File: src/rtl/trng_pkg.sv
// Shared types and helpers for the TRNG sampling path.
package trng_pkg;

    // Sampler FSM states.
    typedef enum logic [2:0] {
        StIdle    = 3'd0,
        StWarmup  = 3'd1,
        StCollect = 3'd2,
        StHold    = 3'd3,
        StFail    = 3'd4
    } trng_state_e;

    // Width of one delivered random byte.
    localparam int unsigned RAW_W = 8;

    // Bits needed to hold values 0..value-1; never less than 1.
    function automatic int unsigned clog2(input int unsigned value);
        int unsigned result;
        result = 1;
        for (int i = 1; i < 32; i++) begin
            if ((64'd1 << i) < 64'(value)) begin
                result = i + 1;
            end
        end
        return result;
    endfunction

endpackage

File: src/rtl/sync_2ff.sv
// Two-flop synchronizer for a single asynchronous bit.
module sync_2ff (
    input  logic clk,
    input  logic rst_n,
    input  logic d,
    output logic q
);

    logic meta;

    // Both stages clear on the active-high asynchronous reset.
    always_ff @(posedge clk or posedge rst_n) begin
        if (rst_n) begin
            meta <= 1'b0;
            q    <= 1'b0;
        end else begin
            meta <= d;
            q    <= meta;
        end
    end

endmodule

File: src/rtl/trng_sampler.sv
// Samples the ring-oscillator LSB, Von Neumann-debiases it, packs bytes and
// runs a repetition-count health test on the raw stream.
module trng_sampler
    import trng_pkg::*;
#(
    parameter int unsigned SAMPLE_DIV     = 16,
    parameter int unsigned WARMUP_SAMPLES = 32,
    parameter int unsigned REP_LIMIT      = 24
) (
    input  logic             clk,
    input  logic             rst_n,
    input  logic             run,
    input  logic [7:0]       ro_count,
    output logic             ro_activate,
    output logic [RAW_W-1:0] rnd_byte,
    output logic             rnd_valid,
    input  logic             rnd_ready,
    output logic             health_fail,
    output logic             busy
);

    localparam int unsigned DIV_W  = clog2(SAMPLE_DIV);
    localparam int unsigned WARM_W = clog2(WARMUP_SAMPLES);
    localparam int unsigned REP_W  = clog2(REP_LIMIT + 1);
    localparam int unsigned BIT_W  = clog2(RAW_W);

    trng_state_e        state_q, state_d;
    logic [DIV_W-1:0]   div_q, div_d;
    logic [WARM_W-1:0]  warm_q, warm_d;
    logic [REP_W-1:0]   rep_q, rep_d, rep_next;
    logic               prev_q, prev_d;
    logic               pair_full_q, pair_full_d;
    logic               pair_bit_q, pair_bit_d;
    logic [RAW_W-1:0]   shift_q, shift_d;
    logic [BIT_W-1:0]   bit_cnt_q, bit_cnt_d;

    logic raw_bit;
    logic sampling;
    logic tick;
    logic rep_trip;
    logic byte_done;

    // Only the LSB of the oscillator count carries the entropy we sample.
    logic unused_ro_bits;
    assign unused_ro_bits = ^ro_count[7:1];

    sync_2ff u_sync (
        .clk   (clk),
        .rst_n (rst_n),
        .d     (ro_count[0]),
        .q     (raw_bit)
    );

    assign sampling = (state_q == StWarmup) || (state_q == StCollect);
    assign tick     = sampling && (div_q == DIV_W'(SAMPLE_DIV - 1));
    assign rep_next = (raw_bit == prev_q) ? rep_q + REP_W'(1) : REP_W'(1);
    assign rep_trip = tick && (rep_next == REP_W'(REP_LIMIT));

    // Next-state, divider, health, pairing and packing logic.
    always_comb begin
        state_d     = state_q;
        div_d       = div_q;
        warm_d      = warm_q;
        rep_d       = rep_q;
        prev_d      = prev_q;
        pair_full_d = pair_full_q;
        pair_bit_d  = pair_bit_q;
        shift_d     = shift_q;
        bit_cnt_d   = bit_cnt_q;
        byte_done   = 1'b0;

        if (sampling) begin
            div_d = tick ? '0 : div_q + DIV_W'(1);
        end else begin
            div_d = '0;
        end

        if (tick) begin
            prev_d = raw_bit;
            rep_d  = rep_next;
        end

        unique case (state_q)
            StIdle: begin
                // Everything restarts cleanly on the next WARMUP entry.
                warm_d      = '0;
                rep_d       = '0;
                prev_d      = 1'b0;
                pair_full_d = 1'b0;
                pair_bit_d  = 1'b0;
                bit_cnt_d   = '0;
                if (run) begin
                    state_d = StWarmup;
                end
            end
            StWarmup: begin
                if (tick) begin
                    warm_d = warm_q + WARM_W'(1);
                    if (rep_trip) begin
                        state_d = StFail;
                    end else if (warm_q == WARM_W'(WARMUP_SAMPLES - 1)) begin
                        state_d = StCollect;
                    end
                end
            end
            StCollect: begin
                if (tick) begin
                    if (!pair_full_q) begin
                        pair_full_d = 1'b1;
                        pair_bit_d  = raw_bit;
                    end else begin
                        pair_full_d = 1'b0;
                        // 01 -> 0, 10 -> 1: the emitted bit is the first of the pair.
                        if (pair_bit_q != raw_bit) begin
                            shift_d   = {shift_q[RAW_W-2:0], pair_bit_q};
                            bit_cnt_d = bit_cnt_q + BIT_W'(1);
                            byte_done = (bit_cnt_q == BIT_W'(RAW_W - 1));
                        end
                    end
                    if (rep_trip) begin
                        state_d = StFail;
                    end else if (byte_done) begin
                        state_d = StHold;
                    end
                end
            end
            StHold: begin
                if (rnd_ready) begin
                    state_d     = StCollect;
                    bit_cnt_d   = '0;
                    pair_full_d = 1'b0;
                end
            end
            StFail: begin
                state_d = StFail;
            end
            default: begin
                state_d = StIdle;
            end
        endcase

        // Dropping run wins over everything, including a same-cycle handshake.
        if (!run) begin
            state_d = StIdle;
        end
    end

    // FSM state register.
    always_ff @(posedge clk or posedge rst_n) begin
        if (rst_n) begin
            state_q <= StIdle;
        end else begin
            state_q <= state_d;
        end
    end

    // Datapath registers: counters, health state, pair and shift register.
    always_ff @(posedge clk or posedge rst_n) begin
        if (rst_n) begin
            div_q       <= '0;
            warm_q      <= '0;
            rep_q       <= '0;
            prev_q      <= 1'b0;
            pair_full_q <= 1'b0;
            pair_bit_q  <= 1'b0;
            shift_q     <= '0;
            bit_cnt_q   <= '0;
        end else begin
            div_q       <= div_d;
            warm_q      <= warm_d;
            rep_q       <= rep_d;
            prev_q      <= prev_d;
            pair_full_q <= pair_full_d;
            pair_bit_q  <= pair_bit_d;
            shift_q     <= shift_d;
            bit_cnt_q   <= bit_cnt_d;
        end
    end

    assign ro_activate = (state_q == StWarmup) || (state_q == StCollect) ||
                         (state_q == StHold);
    assign rnd_valid   = (state_q == StHold);
    assign health_fail = (state_q == StFail);
    assign busy        = (state_q != StIdle);
    assign rnd_byte    = shift_q;

endmodule

File: config.mk
export PLATFORM = sky130hd
export DESIGN_NAME = trng_sampler
export DESIGN_NICKNAME = d
export VERILOG_FILES = /design/src/rtl/trng_pkg.sv /design/src/rtl/sync_2ff.sv /design/src/rtl/trng_sampler.sv
export SDC_FILE = /design/constraint.sdc
export NUM_CORES = 1
export LEC_CHECK = 0
export ABC_AREA = 1
export BUFFER_PORTS_ARGS = -buffer_cell sky130_fd_sc_hd__buf_2
export CAP_MARGIN = 20
export CORE_MARGIN = 1
export CORE_UTILIZATION = 53
export CTS_BUF_LIST = sky130_fd_sc_hd__clkbuf_2 sky130_fd_sc_hd__clkbuf_4 sky130_fd_sc_hd__clkbuf_8
export CTS_CLUSTER_SIZE = 16
export DETAILED_ROUTE_END_ITERATION = 8
export PLACE_DENSITY = 0.75
export REMOVE_ABC_BUFFERS = 1
export SETUP_SLACK_MARGIN = 0.4
export SYNTH_ARGS = -nofsm -noshare
export SYNTH_HDL_FRONTEND = slang
export SYNTH_SLANG_ARGS = --single-unit
File: constraint.sdc
create_clock -name clk -period 1.7 [get_ports clk]
set_clock_uncertainty 0.2 [all_clocks]
set_input_delay 0.085 -clock clk [delete_from_list [all_inputs] [get_ports clk]]
set_output_delay 0.085 -clock clk [all_outputs]
set_load 0.05 [all_outputs]
==> flow_metrics.py <==
metrics = {
    "run_status": {
        "status": "complete, but fails checks",
        "violations": "setup timing",
    },
    "setup_path": {
        "cp_slowest_cell": "dfrtp_1",
        "path_buf_inv": 1,
        "reg2reg_slack_ns": -0.25,
        "startpoint_type": "register",
        "critical_path_arrival_ns": 1.99,
        "rr_worst_depth": 9,
        "critPathKind": "reg -> reg",
        "cpPeakStageDelay_ns": 0.41,
        "cp-end-kind": "register",
        "critPathTopFamily": "simple AND/OR/NAND/NOR gates",
        "crit_required_ns": 1.74,
        "path_cells": "ha_2 > nand2_2 > nor2_4 > buf_4 > o21ai_2 > nor2_1 > nand3b_1 > nor2_1 > nor2_1",
        "worstReg2RegEnd": "bit_cnt_q[0]",
        "cpMostUsedCell": "nor2_1",
        "worstPathMaxFanout": 5,
        "r2r-start": "div_q[1]",
    },
    "synthesis": {
        "ys_types": 31,
        "syn_area_sq_um": 1722,
        "avgSynthCellArea_sq_um": 9.408,
        "synth_top_area_share_pct": 47.97,
        "yosysTopAreaCell": "dfrtp_1",
        "async_reset_ff_share_pct": 100.0,
        "yosys_warnings": 0,
        "synthCells": 183,
        "yosys-top-cells-area": "dfrtp_1 (48%), nand2_1 (7.6%), mux2_4 (7.0%), inv_1 (4.6%), ha_1 (4.4%)",
        "synthFlopType": "dfrtp_1",
        "yosysSeqAreaShare_pct": 47.97,
        "synth_edf_count": 0,
        "ys_seq_elements": 33,
    },
    "routing": {
        "routed_wirelength_um": 5773,
        "first_pass_iters": 4,
        "drt_iter0_drc": 90,
        "ant_nets": 0,
        "vias": 1705,
        "viasPerCell": 5.760,
        "wl_per_cell_um": 19.50,
        "drc": 0,
    },
    "grt": {
        "antenna_found_initial": 0,
        "grtUsageMet2_pct": 50.32,
        "gr-total-overflow": 0,
        "grt_pass1_vias": 1611,
        "grt_use_met3_pct": 7.205,
        "gr-usage-met1_pct": 30.48,
        "track_usage_pct": 28.13,
        "grt_pass1_wl_um": 7155,
        "grt.busiest_layer": "met2",
        "grt_max_degree": 23,
    },
    "final_layout": {
        "antenna_cells": 0,
        "syn2layout_area_growth_pct": 54.80,
        "nNetsFinal": 269,
        "fin_util_pct": 86.59,
        "drive_above_1_share_pct": 55.95,
        "fin_area_sq_um": 2665,
    },
    "sta": {
        "period_share_pct": 115.0,
        "hold_viol": 0,
        "rsz0062_at_grt": "yes",
        "maxSlewHeadroom_pct": 66.72,
        "setup_violations": 24,
        "fmax_ghz": 0.5116,
        "worst_slack_ns": -0.2545,
        "worstMarginPinSlew_ns": 0.4987,
        "finalMaxSlewViolations": 0,
        "finalCriticalPeriod_ns": 1.955,
    },
    "die": {
        "die_h_um": 59.00,
        "die_area_sq_um": 3480,
        "row_count": 20,
        "core-area_sq_um": 3078,
        "die_x_um": 59.00,
        "io-pin-count": 24,
        "initial_core_util_pct": 55.93,
    },
    "placed_design": {
        "dp_hpwl_um": 2718,
        "io_buffer_count": 16,
        "gp_congestion": 0.8735,
        "place_area_sq_um": 2014,
    },
    "clock_network": {
        "cts_tree": "done",
        "cts.sink_count": 33,
        "clkTransAtPathRegs_ns": 0.12,
        "cts_buffers": 5,
        "clock_latency_ns": 0.35,
        "h-tree-depth": 2,
        "cts-root-buf": "clkbuf_4",
        "clk_path_buf_depth": 2,
    },
    "hold_path": {
        "hold_path.class": "in -> async",
    },
    "flow_run": {
        "maxCapViolations": 0,
    },
    "power": {
        "vdd_ir_drop_max_mv": 0.8601,
        "p_leak_nw": 1.294,
        "powerDensity_nw_per_um2": 1037,
    },
}
-- how the worst max path moves through the flow --
| stage | from | end | slack (ns) | depth (start not counted) |
|---|---|---|---|---|
| finish | div_q[1] | bit_cnt_q[0] | -0.25 | 9 |
| detailed placement | warm_q[0] | state_q[1] | -0.11 | 9 |
| CTS | rep_q[1] | state_q[2] | -0.07 | 10 |
| global placement | rep_q[0] | state_q[0] | -0.02 | 11 |
| floorplan | state_q[1] | bit_cnt_q[0] | -0.32 | 8 |
| global route | div_q[1] | bit_cnt_q[0] | -0.32 | 9 |
-- through the flow --
stage               setup slack (ns)  cells  hold slack, ns  total power, mW  setup TNS [ns]
detailed placement           -0.1054    262        -0.07525            1.667         -0.6264
CTS                         -0.07005    281         0.03362            2.335         -0.3981
floorplan                    -0.3236    182        -0.08357            1.384          -2.142
finish                       -0.2545    296         0.09259            2.763          -3.121
global route                 -0.3235    296          0.1383            2.854          -4.191
global placement            -0.01866    262        -0.08120            1.621        -0.04925
-- layout by cell type (no fill, tap or decap), drive strengths merged, types with 3 or more instances in the layout --
cell type and count:
dfrtp 33, mux2 8, inv 27, nand2 39, ha 6, o21ai 8, a21oi 6, nor2 19
nand3 17, dlygate4sd3 3, clkbuf 5, buf 59, nor3 4
-- logic make-up (layout without fill, tap and decap cells) --
group | Yosys count | count (layout) | share of synthesized area (%)
XOR/XNOR | 3 | 3 | 1.526
AO/OA/AOI/OAI | 21 | 21 | 7.340
adder cells (fa/ha/maj) | 6 | 6 | 4.360
flip-flops | 33 | 33 | 47.97
AND/OR/NAND/NOR | 84 | 84 | 25.65
buffers and inverters | 28 | 97 | 6.177
multiplexers | 8 | 8 | 6.977
-- final cells by class --
class | count | area, sq um
Sequential cell | 33 | 828.3
Tap cell | 44 | 55.05
Timing Repair Buffer | 62 | 556.8
Inverter | 27 | 111.4
Fill cell | 145 | 412.9
Multi-Input combinational cell | 122 | 1059
Clock inverter | 3 | 17.52
Clock buffer | 5 | 37.54
-- routing by layer --
layer | wire [um] | up-vias | share of wire, %
met4 | 217 | 0 | 3.8
li1 | - | 736 | -
met3 | 382 | 26 | 6.6
met5 | 0 | - | 0
met2 | 3073 | 104 | 53
met1 | 2100 | 839 | 36
-- flip-flops by register name, indices dropped and copies added (netlist names) --
register and flops:
div_q 4, pair_full_q 1, u_sync.q 1, rep_q 5, state_q 3, warm_q 5
rnd_byte 8, pair_bit_q 1, prev_q 1, u_sync.meta 1, bit_cnt_q 3
-- repair_timing --
action | in CTS | in global routing
endpoints found under the hold margin | 37 | 0
setup endpoints to repair | 37 | 39
resized for setup | 57 | 49
setup buffers | 8 | 15
pin swaps | 21 | 16
hold buffers | 3 | 0
-- where the power goes --
| part | leakage (nW) | total [mW] | internal (mW) | switching [mW] |
|---|---|---|---|---|
| registers | 0.449 | 0.914 | 0.845 | 0.0699 |
| logic | 0.813 | 1.40 | 0.612 | 0.787 |
| clock network | 0.0310 | 0.450 | 0.156 | 0.294 |
-- cells in the mapped netlist (2+ instances only) --
| library cell | count |
|---|---|
| ha_1 | 6 |
| xor2_1 | 2 |
| nand3b_1 | 2 |
| nor3_2 | 2 |
| nand3_1 | 14 |
| dfrtp_1 | 33 |
| o21ai_1 | 3 |
| nor2_1 | 17 |
| inv_1 | 21 |
| o31ai_1 | 2 |
| nand2_1 | 35 |
| nand4_1 | 2 |
| mux2_4 | 8 |
| nand3_2 | 2 |
| o32ai_1 | 2 |
| nand2_4 | 3 |
| inv_2 | 6 |
| a21oi_1 | 5 |
| nor2_4 | 2 |
| o21ai_0 | 5 |
-- tightest hold or removal path, stage by stage --
cell	delay, ns
dlygate4sd3_1	0.53
buf_2	0.12
inv_1	0.37
Note: power is estimated with default switching activity, not from simulation.
